$ cat src/rtl/osd_pkg.sv
// Shared types and constants for the OSD character RAM write scheduler.
// The optional whole-RAM fill is enabled by defining OSD_FILL_ALL_EN.
package osd_pkg;

    localparam int OSD_PAGE_BITS     = 7;
    localparam int OSD_PAGE_SEL_BITS = 3;
    localparam int OSD_ADDR_BITS     = OSD_PAGE_SEL_BITS + OSD_PAGE_BITS;

    // One fill request: target page, fill byte, and whole-RAM flag.
    typedef struct packed {
        logic [OSD_PAGE_SEL_BITS-1:0] page;
        logic [7:0]                   chr;
        logic                         all;
    } OsdFillReq;

    typedef enum logic {
        IDLE = 1'b0,
        FILL = 1'b1
    } OsdFillState;

endpackage

$ cat src/rtl/osd_ram_write_scheduler.sv
// Write-port arbiter for the OSD character RAM: I2C byte writes always win, the
// page-fill engine uses the free cycles. OSD_FILL_ALL_EN adds the fill_all input.
module osd_ram_write_scheduler
    import osd_pkg::*;
#(
    parameter int PAGE_BITS     = OSD_PAGE_BITS,
    parameter int PAGE_SEL_BITS = OSD_PAGE_SEL_BITS,
    localparam int ADDR_BITS    = PAGE_SEL_BITS + PAGE_BITS
) (
    input  logic                     clk,
    input  logic                     reset,
    input  logic                     i2c_wren,
    input  logic [ADDR_BITS-1:0]     i2c_wraddress,
    input  logic [7:0]               i2c_data,
    input  logic                     fill_req,
    input  logic [PAGE_SEL_BITS-1:0] fill_page,
    input  logic [7:0]               fill_char,
`ifdef OSD_FILL_ALL_EN
    input  logic                     fill_all,
`endif
    output logic                     fill_busy,
    output logic                     fill_done,
    output logic                     fill_dropped,
    output logic                     ram_wren,
    output logic [ADDR_BITS-1:0]     ram_wraddress,
    output logic [7:0]               ram_data,
    output OsdFillState              dbg_state
);

    OsdFillState            state_q, state_d;
    OsdFillReq              act_q, act_d;
    OsdFillReq              pend_q, pend_d;
    logic                   pend_valid_q, pend_valid_d;
    logic [ADDR_BITS-1:0]   cursor_q, cursor_d;
    logic                   ram_wren_q, ram_wren_d;
    logic [ADDR_BITS-1:0]   ram_wraddress_q, ram_wraddress_d;
    logic [7:0]             ram_data_q, ram_data_d;
    logic                   fill_done_q, fill_done_d;
    logic                   fill_busy_q, fill_busy_d;
    logic                   fill_dropped_q, fill_dropped_d;

    logic                   req_all;
    OsdFillReq              new_req;
    logic [ADDR_BITS-1:0]   fill_addr;
    logic                   last_byte;
    logic                   grant_fill;
    logic                   finishing;

`ifdef OSD_FILL_ALL_EN
    assign req_all = fill_all;
`else
    assign req_all = 1'b0;
`endif

    assign new_req = '{page: fill_page, chr: fill_char, all: req_all};

    // A whole-RAM fill walks the full cursor; a page fill uses only the offset bits.
    assign fill_addr  = act_q.all ? cursor_q : {act_q.page, cursor_q[PAGE_BITS-1:0]};
    assign last_byte  = act_q.all ? (&cursor_q) : (&cursor_q[PAGE_BITS-1:0]);
    assign grant_fill = !i2c_wren && (state_q == FILL);
    assign finishing  = grant_fill && last_byte;

    always_comb begin
        state_d         = state_q;
        act_d           = act_q;
        pend_d          = pend_q;
        pend_valid_d    = pend_valid_q;
        cursor_d        = cursor_q;
        ram_wren_d      = 1'b0;
        ram_wraddress_d = '0;
        ram_data_d      = '0;
        fill_done_d     = 1'b0;
        fill_dropped_d  = fill_dropped_q;

        if (i2c_wren) begin
            ram_wren_d      = 1'b1;
            ram_wraddress_d = i2c_wraddress;
            ram_data_d      = i2c_data;
        end else if (grant_fill) begin
            ram_wren_d      = 1'b1;
            ram_wraddress_d = fill_addr;
            ram_data_d      = act_q.chr;
            if (last_byte) begin
                fill_done_d = 1'b1;
                cursor_d    = '0;
                if (pend_valid_q) begin
                    act_d        = pend_q;
                    pend_valid_d = 1'b0;
                end else begin
                    state_d = IDLE;
                end
            end else begin
                cursor_d = cursor_q + 1'b1;
            end
        end

        // A request landing on the final byte with nothing queued starts straight away.
        if (fill_req) begin
            if (state_q == IDLE || (finishing && !pend_valid_q)) begin
                act_d    = new_req;
                cursor_d = '0;
                state_d  = FILL;
            end else if (!pend_valid_q || finishing) begin
                pend_d       = new_req;
                pend_valid_d = 1'b1;
            end else begin
                fill_dropped_d = 1'b1;
            end
        end

        fill_busy_d = (state_d == FILL) | pend_valid_d;
    end

    always_ff @(posedge clk) begin
        if (reset) begin
            state_q         <= IDLE;
            act_q           <= '0;
            pend_q          <= '0;
            pend_valid_q    <= 1'b0;
            cursor_q        <= '0;
            ram_wren_q      <= 1'b0;
            ram_wraddress_q <= '0;
            ram_data_q      <= '0;
            fill_done_q     <= 1'b0;
            fill_busy_q     <= 1'b0;
            fill_dropped_q  <= 1'b0;
        end else begin
            state_q         <= state_d;
            act_q           <= act_d;
            pend_q          <= pend_d;
            pend_valid_q    <= pend_valid_d;
            cursor_q        <= cursor_d;
            ram_wren_q      <= ram_wren_d;
            ram_wraddress_q <= ram_wraddress_d;
            ram_data_q      <= ram_data_d;
            fill_done_q     <= fill_done_d;
            fill_busy_q     <= fill_busy_d;
            fill_dropped_q  <= fill_dropped_d;
        end
    end

    assign ram_wren      = ram_wren_q;
    assign ram_wraddress = ram_wraddress_q;
    assign ram_data      = ram_data_q;
    assign fill_done     = fill_done_q;
    assign fill_busy     = fill_busy_q;
    assign fill_dropped  = fill_dropped_q;
    assign dbg_state     = state_q;

endmodule

$ cat config.mk
export PLATFORM = sky130hd
export DESIGN_NAME = osd_ram_write_scheduler
export DESIGN_NICKNAME = d
export VERILOG_FILES = /design/src/rtl/osd_pkg.sv /design/src/rtl/osd_ram_write_scheduler.sv
export SDC_FILE = /design/constraint.sdc
export NUM_CORES = 1
export LEC_CHECK = 0
export ABC_AREA = 1
export BUFFER_PORTS_ARGS = -buffer_cell sky130_fd_sc_hd__buf_2
export CAP_MARGIN = 20
export CELL_PAD_IN_SITES_DETAIL_PLACEMENT = 2
export CELL_PAD_IN_SITES_GLOBAL_PLACEMENT = 2
export CORE_AREA = 5 5 93 113
export DETAILED_ROUTE_END_ITERATION = 10
export DIE_AREA = 0 0 98 118
export GPL_ROUTABILITY_DRIVEN = 0
export PLACE_DENSITY = 0.74
export SLEW_MARGIN = 10
export SYNTH_ARGS = -nofsm -noshare
export SYNTH_HDL_FRONTEND = slang
export SYNTH_SLANG_ARGS = --single-unit
$ cat constraint.sdc
create_clock -name clk -period 1.68 [get_ports clk]
set_input_delay 0.084 -clock clk [delete_from_list [all_inputs] [get_ports clk]]
set_output_delay 0.084 -clock clk [all_outputs]
set_load 0.02 [all_outputs]
==> results of run 1 <==
==> power by group through the flow <==
| stage | sequential (uW) | clock, uW | combinational (uW) |
|---|---|---|---|
| 6_report | 1450 | 1860 | 464 |
| 5_1_grt | 1460 | 1950 | 504 |
| 3_5_place_dp | 1470 | 0 | 350 |
| 2_1_floorplan | 1500 | 0 | 154 |
| 3_3_place_gp | 1470 | 0 | 342 |
| 4_1_cts | 1440 | 1890 | 420 |
==> flip-flops by register name (all words and copies together) (netlist names) <==
signal / cells
act_q: 12
cursor_q: 10
dbg_state: 1
fill_busy: 1
fill_done: 1
fill_dropped: 1
pend_q: 11
pend_valid_q: 1
ram_data: 8
ram_wraddress: 10
ram_wren: 1
==> area by class of cell <==
| cell class | count | share of cell area |
|---|---|---|
| Sequential cell | 57 | 0.304 |
| Timing Repair Buffer | 109 | 0.230 |
| Tap cell | 123 | 0.0407 |
| Multi-Input combinational cell | 219 | 0.314 |
| Clock inverter | 5 | 0.0146 |
| Inverter | 33 | 0.0328 |
| Clock buffer | 11 | 0.0642 |
==> placed cells by master, fill, tap and decap left out, types with 2 or more instances in the layout <==
cell / instances
a21oi_1: 24
buf_12: 6
buf_2: 55
buf_4: 24
buf_6: 5
clkbuf_16: 11
clkinv_2: 2
clkinvlp_4: 2
dfxtp_1: 52
dfxtp_2: 5
dlygate4sd3_1: 16
inv_1: 30
inv_2: 3
nand2_1: 62
nand2_2: 7
nand2_4: 8
nand3_1: 15
nand3_4: 2
nand4_1: 13
nor2_1: 45
nor2_4: 4
o21ai_0: 4
o21ai_1: 14
o21ai_2: 8
xnor2_1: 2
xor2_1: 3
==> stage by stage <==
stage               cells  cell area (sq um)  power, uW  utilization
finish                557               3780       3770        0.406
CTS                   552               3550       3760        0.381
floorplan             325               2350       1650            -
global route          557               3780       3920        0.406
global placement      513               2940       1810        0.315
detailed placement    513               2940       1820        0.315
==> final timing paths <==
path,slack (ns),to,start
min,0.01,ram_wraddress[8],i2c_wraddress[8]
max,-0.06,pend_q[1],cursor_q[0]
min reg2reg,0.47,act_q[0],act_q[0]
max reg2reg,-0.06,pend_q[1],cursor_q[0]
==> what timing repair did <==
item	CTS	global route
pin swaps	7	16
hold buffers	16	0
setup buffers	6	2
setup endpoints to repair	32	35
endpoints found under the hold margin	16	0
gates cloned	1	3
resized for setup	18	59
==> worst register-to-register path: cells and delay by family, from the launching register on <==
kind                     cells  cell delay, ns
AND/OR/NAND/NOR              8            0.90
flip-flops                   1            0.35
adder cells (fa/ha/maj)      1            0.17
buffers and inverters        3            0.23
==> routing by layer <==
metal / global-route usage / vias to the layer above / routed length, um
li1: - / 1247 / -
met3: 0.0498 / 18 / 355
met2: 0.315 / 52 / 5760
met4: 0.0545 / 0 / 266
met5: 0 / - / 0
met1: 0.160 / 1262 / 3770
==> kinds of logic (layout without fill, tap and decap cells) <==
| kind of cell | count (synthesis) | count (layout) | synth area share |
|---|---|---|---|
| buffers and inverters | 49 | 158 | 0.0847 |
| AO/OA/AOI/OAI | 53 | 53 | 0.114 |
| XOR/XNOR | 5 | 5 | 0.0186 |
| AND/OR/NAND/NOR | 160 | 160 | 0.291 |
| adder cells (fa/ha/maj) | 1 | 1 | 0.00532 |
| flip-flops | 57 | 57 | 0.486 |
==> impl_metrics.tcl, run 1 <==
set metrics [dict create \
    fin_ws_ns -0.0600 \
    syn_area_per_cell_sq_um 7.23 \
    drt-total-wl_mm 10.2 \
    synth_area_sq_um 2350 \
    endpoint_kind "register" \
    antenna_left 0 \
    vdd_drop_max_uv 465 \
    seqCellArea_sq_um 1150 \
    p_sw_uw 975 \
    diodes 0 \
    clock-sinks 57 \
    cpMostUsedCell "nor2_1" \
    grt_overflow 0 \
    path_buf_inv 3 \
    drive_above_1_share 0.346 \
    slowest_stage "dfxtp_2" \
    syn_inst 325 \
    slew_viol_final 0 \
    tns_ns -0.192 \
    grt_pass1_vias 2872 \
    grt_first_pass_wirelength_mm 14.6 \
    combPwrFrac 0.123 \
    hold_ws_ns 0.0141 \
    viasPerCell 4.63 \
    syn2layout_area_growth_pct 60.9 \
    synth_edf_count 0 \
    yosysMostFrequentCell "nand2_1" \
    required_ns 1.94 \
    grtUsageTotal 0.163 \
    synth-seq-area-share 0.486 \
    finalSetupViolations 8 \
    multi_input_area_sq_um 1190 \
    cts_buffers 9 \
    tritoncts "built" \
    synth_common_cells "nand2_1 (74), dfxtp_1 (57), nor2_1 (46), inv_1 (33), o21ai_0 (26)" \
    dp_hpwl_mm 5.72 \
    rsz0062_at_grt "true" \
    cp.depth 12 \
    start_util 0.252 \
    clockPowerShare 0.493 \
    grt_max_degree 23 \
    clkSlewWorstSetupHoldPaths_ns 0.06 \
    insertion_delay_ns 0.34 \
    max_freq_mhz 575 \
    synth.area.top_cells "dfxtp_1 (49%), nand2_1 (12%), nor2_1 (7.3%), o21ai_0 (5.5%), a21oi_1 (5.3%)" \
    p_int_uw 2800 \
    core-area_sq_um 9320 \
    fill_cells 1039 \
    detailedPlace.worstSlack_ns -0.181 \
    fin_crit_sh 1.04 \
    drv_cap 0 \
    antenna_found_initial 0 \
    nets 463 \
    fin_skew_ns 0.0102 \
    max_slew_margin 0.779 \
    cts_buffer_depth 2 \
    yosysWarnings 0 \
    ios 56 \
    crit_family "simple AND/OR/NAND/NOR gates" \
    htreeDepth 3 \
    crit_chain "ha_4 > inv_2 > nor2_1 > nand3_1 > nand2_4 > nand2_2 > nand2_2 > inv_2 > nor2_4 > buf_12 > nor2_1 > nor2_1" \
    routed-via-count 2579 \
    start_kind "register" \
    switching_share 0.258 \
    status "finished with violations" \
    hp-class "primary input to register" \
    cpPeakStageDelay_ns 0.35 \
    io_buffers 55 \
    rows 39 \
    powerDensity_nw_per_um2 998 \
    cts-root-buf "clkbuf_16" \
    synth_top_cell_area_share 0.486 \
    synth_cell_types 21 \
    tightest_slew_ns 0.332 \
    firstDrtPassIters 4 \
    pwr-share-seq 0.384 \
    yosysTopAreaCell "dfxtp_1" \
    hold_depth 3 \
    violations "negative setup slack" \
    die_y_um 118 \
    finalHoldViolCount 0 \
    syn_nets 359 \
    p_leak_uw 0.00168 \
    cp.arrival_ns 2.00 \
    drt-initial-drc-count 50 \
    path_class "register to register" \
    synth_flop_cell "dfxtp_1" \
    crit_fanout 11 \
    dieWidth_um 98 \
    synthArstFlopShare 0 \
    r2r_cells 12 \
    dieArea_sq_um 11600 \
    fin_crit_ns 1.74 \
    ys_ff_latch 57 \
    wl_per_cell_um 18.2 \
    drc_errors 0 \
]
Note: power is estimated with default switching activity, not from simulation.
==> run 2: changes to the inputs <==
--- a/config.mk
+++ b/config.mk
@@ -10,11 +10,12 @@
 export CAP_MARGIN = 20
 export CELL_PAD_IN_SITES_DETAIL_PLACEMENT = 2
 export CELL_PAD_IN_SITES_GLOBAL_PLACEMENT = 2
-export CORE_AREA = 5 5 93 113
+export CORE_AREA = 5 5 102 104
 export DETAILED_ROUTE_END_ITERATION = 10
-export DIE_AREA = 0 0 98 118
+export DIE_AREA = 0 0 107 109
 export GPL_ROUTABILITY_DRIVEN = 0
-export PLACE_DENSITY = 0.74
+export PLACE_DENSITY = 0.73
+export REMOVE_ABC_BUFFERS = 1
 export SLEW_MARGIN = 10
 export SYNTH_ARGS = -nofsm -noshare
 export SYNTH_HDL_FRONTEND = slang
==> run 2 against run 1 <==
The run now ends clean. Register-to-register slack improved by 0.07 ns. Power fell by 7.8%. Combinational power fell by 8.6%. Maximum frequency rose by 4.3%. Core utilization fell by 2.8 points. Count of clock-buffer cells in the layout did not move. Die area rose by 0.86%. Hold slack improved by 0.0068 ns. Critical path depth fell by 1. Worst setup slack improved by 0.072 ns. Largest power group unchanged.
==> impl_metrics.tcl, run 2 (synthesis results as in run 1) <==
set metrics [dict create \
    core-area_sq_um 9460 \
    fin_ws_ns 0.0116 \
    required_ns 1.92 \
    stdcell_area_sq_um 3570 \
    tns_ns 0 \
    rows 36 \
    crit_chain "ha_4 > nand3_4 > nor2_4 > nand2_2 > nand2_4 > nand2_2 > nand2_4 > buf_8 > nand4_1 > nand2_1 > nor2_1" \
    total_power_uw 3480 \
    wl_per_cell_um 16.6 \
    p_leak_uw 0.00161 \
    cts_buffers 9 \
    insertion_delay_ns 0.35 \
    fin_util 0.378 \
    max_freq_mhz 599 \
    grt_pass1_vias 2855 \
    io_buffers 55 \
    grt_first_pass_wirelength_mm 14.5 \
    rsz0062_at_grt "true" \
    grtUsageTotal 0.162 \
    hold_path.startpoint "i2c_data[5]" \
    largest_reg_flops 12 \
    fin_skew_ns 0.0127 \
    clock-sinks 57 \
    path_class "register to register" \
    dieWidth_um 107 \
    slowest_stage "dfxtp_4" \
    ios 56 \
    cts_buffer_depth 2 \
    crit_fanout 7 \
    hp-class "primary input to register" \
    placed_area_sq_um 2910 \
    dp_hpwl_mm 5.78 \
    fin_crit_sh 0.993 \
    syn2layout_area_growth_pct 52.1 \
    start_util 0.248 \
    status "finished clean" \
    detailedPlace.worstSlack_ns -0.236 \
    htreeDepth 3 \
    r2r-start "cursor_q[0]" \
    finalSetupViolations 0 \
    cts-root-buf "clkbuf_8" \
    slew_viol_final 0 \
    finalHoldViolCount 0 \
    powerDensity_nw_per_um2 973 \
    startpoint "cursor_q[0]" \
    grt_max_degree 24 \
    tightest_slew_ns 0.275 \
    firstDrtPassIters 4 \
    diodes 0 \
    vdd_drop_max_uv 350 \
    clkSlewWorstSetupHoldPaths_ns 0.07 \
    cpPeakStageDelay_ns 0.37 \
    drt-total-wl_mm 9.08 \
    routed-via-count 2561 \
    top_register "act_q" \
    antenna_found_initial 0 \
    tritoncts "built" \
    drv_cap 0 \
    layout_commonest_cell "nand2_1" \
    max_slew_margin 0.815 \
    cp.arrival_ns 1.91 \
    grt_overflow 0 \
    drc_errors 0 \
    endpoint_kind "register" \
    die_y_um 109 \
    viasPerCell 4.67 \
    nets 463 \
    drt-initial-drc-count 45 \
    dieArea_sq_um 11700 \
    fin_crit_ns 1.67 \
    antenna_left 0 \
    drive_above_1_share 0.311 \
    start_kind "register" \
    largest_registers "act_q x12, pend_q x11" \
    layout_common_cells "nand2_1 (68), buf_2 (55), dfxtp_1 (53)" \
]
## run 2: cell count changes in the layout (fill, tap and decap cells not counted), moves of 5 or more
cell / before / now
o21ai_1: 14 / 8
buf_12: 6 / 1
nand3_2: 1 / 6
nand2_4: 8 / 2
o21ai_0: 4 / 17
clkbuf_8: 1 / 10
clkbuf_16: 11 / 1
nand2_1: 62 / 68
o21ai_2: 8 / 1
## run 2: routing by layer
layer / part of all wire / wire [um] / GRT usage / vias to the layer above
met5: 0 / 0 / 0 / -
met4: 0.028 / 253 / 0.0667 / 0
met3: 0.029 / 259 / 0.0290 / 20
met2: 0.52 / 4700 / 0.299 / 53
met1: 0.43 / 3870 / 0.183 / 1241
li1: - / - / - / 1247
## run 2: path summary, 6_finish.rpt
path                  to  depth (start not counted)  slack [ns]
max reg2reg    pend_q[6]                         11        0.01
min          ram_data[5]                          3        0.02
min reg2reg  ram_data[6]                          2        0.47
max            pend_q[6]                         11        0.01
## run 2: report_power, final
group          switching (uW)  internal (uW)  total [uW]
clock network             589           1020        1610
registers                28.8           1410        1440
logic                     245            179         424
total                     863           2620        3480
## run 2: layout make-up
class | instances | area (sq um)
fill | 1081 | 5890
sequential | 57 | 1150
multi-input combinational | 219 | 1130
timing repair buffer | 109 | 783
tap | 114 | 143
clock buffer | 11 | 141
inverter | 33 | 124
clock inverter | 5 | 103
## run 2: critical path, delay by kind of cell (launching register included)
| kind | cells | cell delay [ns] |
|---|---|---|
| and+or+nand+nor | 9 | 0.90 |
| DFF | 1 | 0.37 |
| adders and majority gates | 1 | 0.16 |
| buffers and inverters | 1 | 0.14 |
## run 2: what timing repair did
item                                   4_1_cts  5_1_grt
setup buffers                                3        1
pin swaps                                    4        8
endpoints found under the hold margin       20        0
hold buffers                                20        0
gates resized for setup                     12       36
setup endpoints to repair                   32       36
cloned                                       0        1
## run 2: metrics by stage
stage               cells  hold slack, ns
global route          548          0.0209
detailed placement    507           0.344
CTS                   546         0.00978
finish                548          0.0209
floorplan             309           0.153
global placement      507           0.336
==> run 3: changes to the inputs <==
--- a/config.mk
+++ b/config.mk
@@ -10,11 +10,11 @@
 export CAP_MARGIN = 20
 export CELL_PAD_IN_SITES_DETAIL_PLACEMENT = 2
 export CELL_PAD_IN_SITES_GLOBAL_PLACEMENT = 2
-export CORE_AREA = 5 5 102 104
+export CORE_AREA = 2 2 94 96
 export DETAILED_ROUTE_END_ITERATION = 10
-export DIE_AREA = 0 0 107 109
+export DIE_AREA = 0 0 96 98
 export GPL_ROUTABILITY_DRIVEN = 0
-export PLACE_DENSITY = 0.73
+export PLACE_DENSITY = 0.77
 export REMOVE_ABC_BUFFERS = 1
 export SLEW_MARGIN = 10
 export SYNTH_ARGS = -nofsm -noshare
==> constraint.sdc (replaced) <==
create_clock -name clk -period 1.85 [get_ports clk]
set_input_delay 0.0925 -clock clk [delete_from_list [all_inputs] [get_ports clk]]
set_output_delay 0.0925 -clock clk [all_outputs]
set_load 0.02 [all_outputs]
==> run 3 against run 2 <==
Largest cell class unchanged. Flip-flop and latch count unchanged. Register-to-register slack improved by 0.04 ns. Critical path type unchanged. Critical path depth increased by 1.
==> impl_metrics.tcl, run 3 (synthesis results as in run 1) <==
set metrics [dict create \
    clkSlewWorstSetupHoldPaths_ns 0.07 \
    grt_first_pass_wirelength_mm 13.0 \
    cts_buffers 9 \
    fin_crit_ns 1.80 \
    pwr-share-seq 0.434 \
    hold_depth 3 \
    grtUsageTotal 0.182 \
    required_ns 2.12 \
    clockPowerShare 0.449 \
    combPwrFrac 0.116 \
    finalSetupViolations 0 \
    drt-total-wl_mm 8.29 \
    viasPerCell 4.64 \
    finalHoldViolCount 0 \
    p_leak_uw 0.00147 \
    io_buffers 55 \
    grt_pass1_vias 2658 \
    fin_crit_sh 0.974 \
    cts_buffer_depth 2 \
    fin_ws_ns 0.0479 \
    layout_commonest_cell "nand2_1" \
    p_int_uw 2250 \
    rows 34 \
    fin_skew_ns 0.00975 \
    p_sw_uw 758 \
    layout_common_cells "nand2_1 (71), dfxtp_1 (55), buf_2 (55)" \
    insertion_delay_ns 0.35 \
    clock-sinks 57 \
    path_class "register to register" \
    vdd_drop_max_uv 273 \
    r2r_slack_ns 0.05 \
    fin_util 0.388 \
    nets 445 \
    drive_above_1_share 0.257 \
    cts_setup_buffers 0 \
    min_to "act_q[8]" \
    drv_cap 0 \
    top_register "act_q" \
    switching_share 0.252 \
    core-area_sq_um 8470 \
    wl_per_cell_um 15.8 \
    crit_fanout 5 \
    syn2layout_area_growth_pct 39.6 \
    grt_max_degree 23 \
    status "finished clean" \
    r2r-start "cursor_q[0]" \
    grt_overflow 0 \
    r2r_end "pend_q[4]" \
    hold_path.startpoint "fill_char[7]" \
    start_kind "register" \
    largest_registers "act_q x12, pend_q x11" \
    powerDensity_nw_per_um2 918 \
    detailedPlace.worstSlack_ns 0.0253 \
    max_freq_mhz 555 \
    slew_viol_final 0 \
    die_y_um 98 \
    tightest_slew_ns 0.390 \
    max_slew_margin 0.740 \
    hp-class "primary input to register" \
    endpoint_kind "register" \
    cts-root-buf "clkbuf_8" \
    antenna_left 0 \
    htreeDepth 3 \
    diodes 0 \
    dieArea_sq_um 9410 \
    cp.arrival_ns 2.07 \
    r2r_cells 12 \
    firstDrtPassIters 4 \
    total_power_uw 3010 \
    tritoncts "built" \
    dieWidth_um 96 \
    dp_hpwl_mm 5.51 \
    antenna_found_initial 0 \
    drc_errors 0 \
    routed-via-count 2433 \
    largest_reg_flops 12 \
    tns_ns 0 \
    start_util 0.278 \
    ios 56 \
    drt-initial-drc-count 48 \
]
==> run 3: stage by stage <==
step	area (sq um)	hold slack (ns)	std cells
after floorplan	2270	0.162	309
after global placement	2810	0.342	489
after detailed placement	2810	0.354	489
after CTS	3230	0.00194	523
after global routing	3280	0.0408	524
final	3280	0.00495	524
==> run 3: worst max path at each step <==
| stage | start | to | slack, ns | cells after the start |
|---|---|---|---|---|
| after CTS | cursor_q[0] | act_q[6] | 0.02 | 12 |
| final | cursor_q[0] | pend_q[4] | 0.05 | 12 |
| after global placement | cursor_q[0] | act_q[8] | 0.14 | 11 |
| after global routing | cursor_q[0] | pend_q[4] | -0.1 | 12 |
| after detailed placement | cursor_q[0] | act_q[6] | 0.03 | 12 |
| after floorplan | dbg_state | act_q[10] | -0.09 | 5 |
==> run 3: layout make-up <==
type                       instances  area (sq um)
fill                            1031          5180
sequential                        57          1140
multi-input combinational        219          1050
timing repair buffer              91           602
clock buffer                      11           151
tap                              108           135
inverter                          33           124
clock inverter                     5          77.6
==> run 3: critical path: stages (launching register included) <==
cell and delay, ns:
dfxtp_2 0.38, ha_4 0.16, nand3_2 0.10, nor2_2 0.16, nand2_1 0.08, nand2_2 0.12, nand2_2 0.08, nand2_2 0.09
inv_1 0.08, nor2_4 0.13, buf_4 0.17, nor2_1 0.05, nor2_1 0.13
==> run 3: power by group through the flow <==
stage	clock [uW]	combinational [uW]	sequential (uW)
floorplan	0	118	1360
global placement	0	296	1330
detailed placement	0	310	1340
CTS	1380	343	1310
global route	1430	393	1310
finish	1350	351	1310
==> run 3: timing repair <==
action / 4_1_cts / 5_1_grt
pin swaps: 0 / 4
endpoints found under the hold margin: 18 / 0
cloned: 0 / 1
gates resized for setup: 2 / 16
setup endpoints to repair: 2 / 30
hold buffers: 18 / 0
==> run 3: routing by layer <==
metal  global-route usage  routed length [um]  share of wire
met3               0.0255                 225          0.027
met2                0.317                4290           0.52
met4               0.0824                 158          0.019
met1                0.216                3610           0.44
met5                    0                   0              0
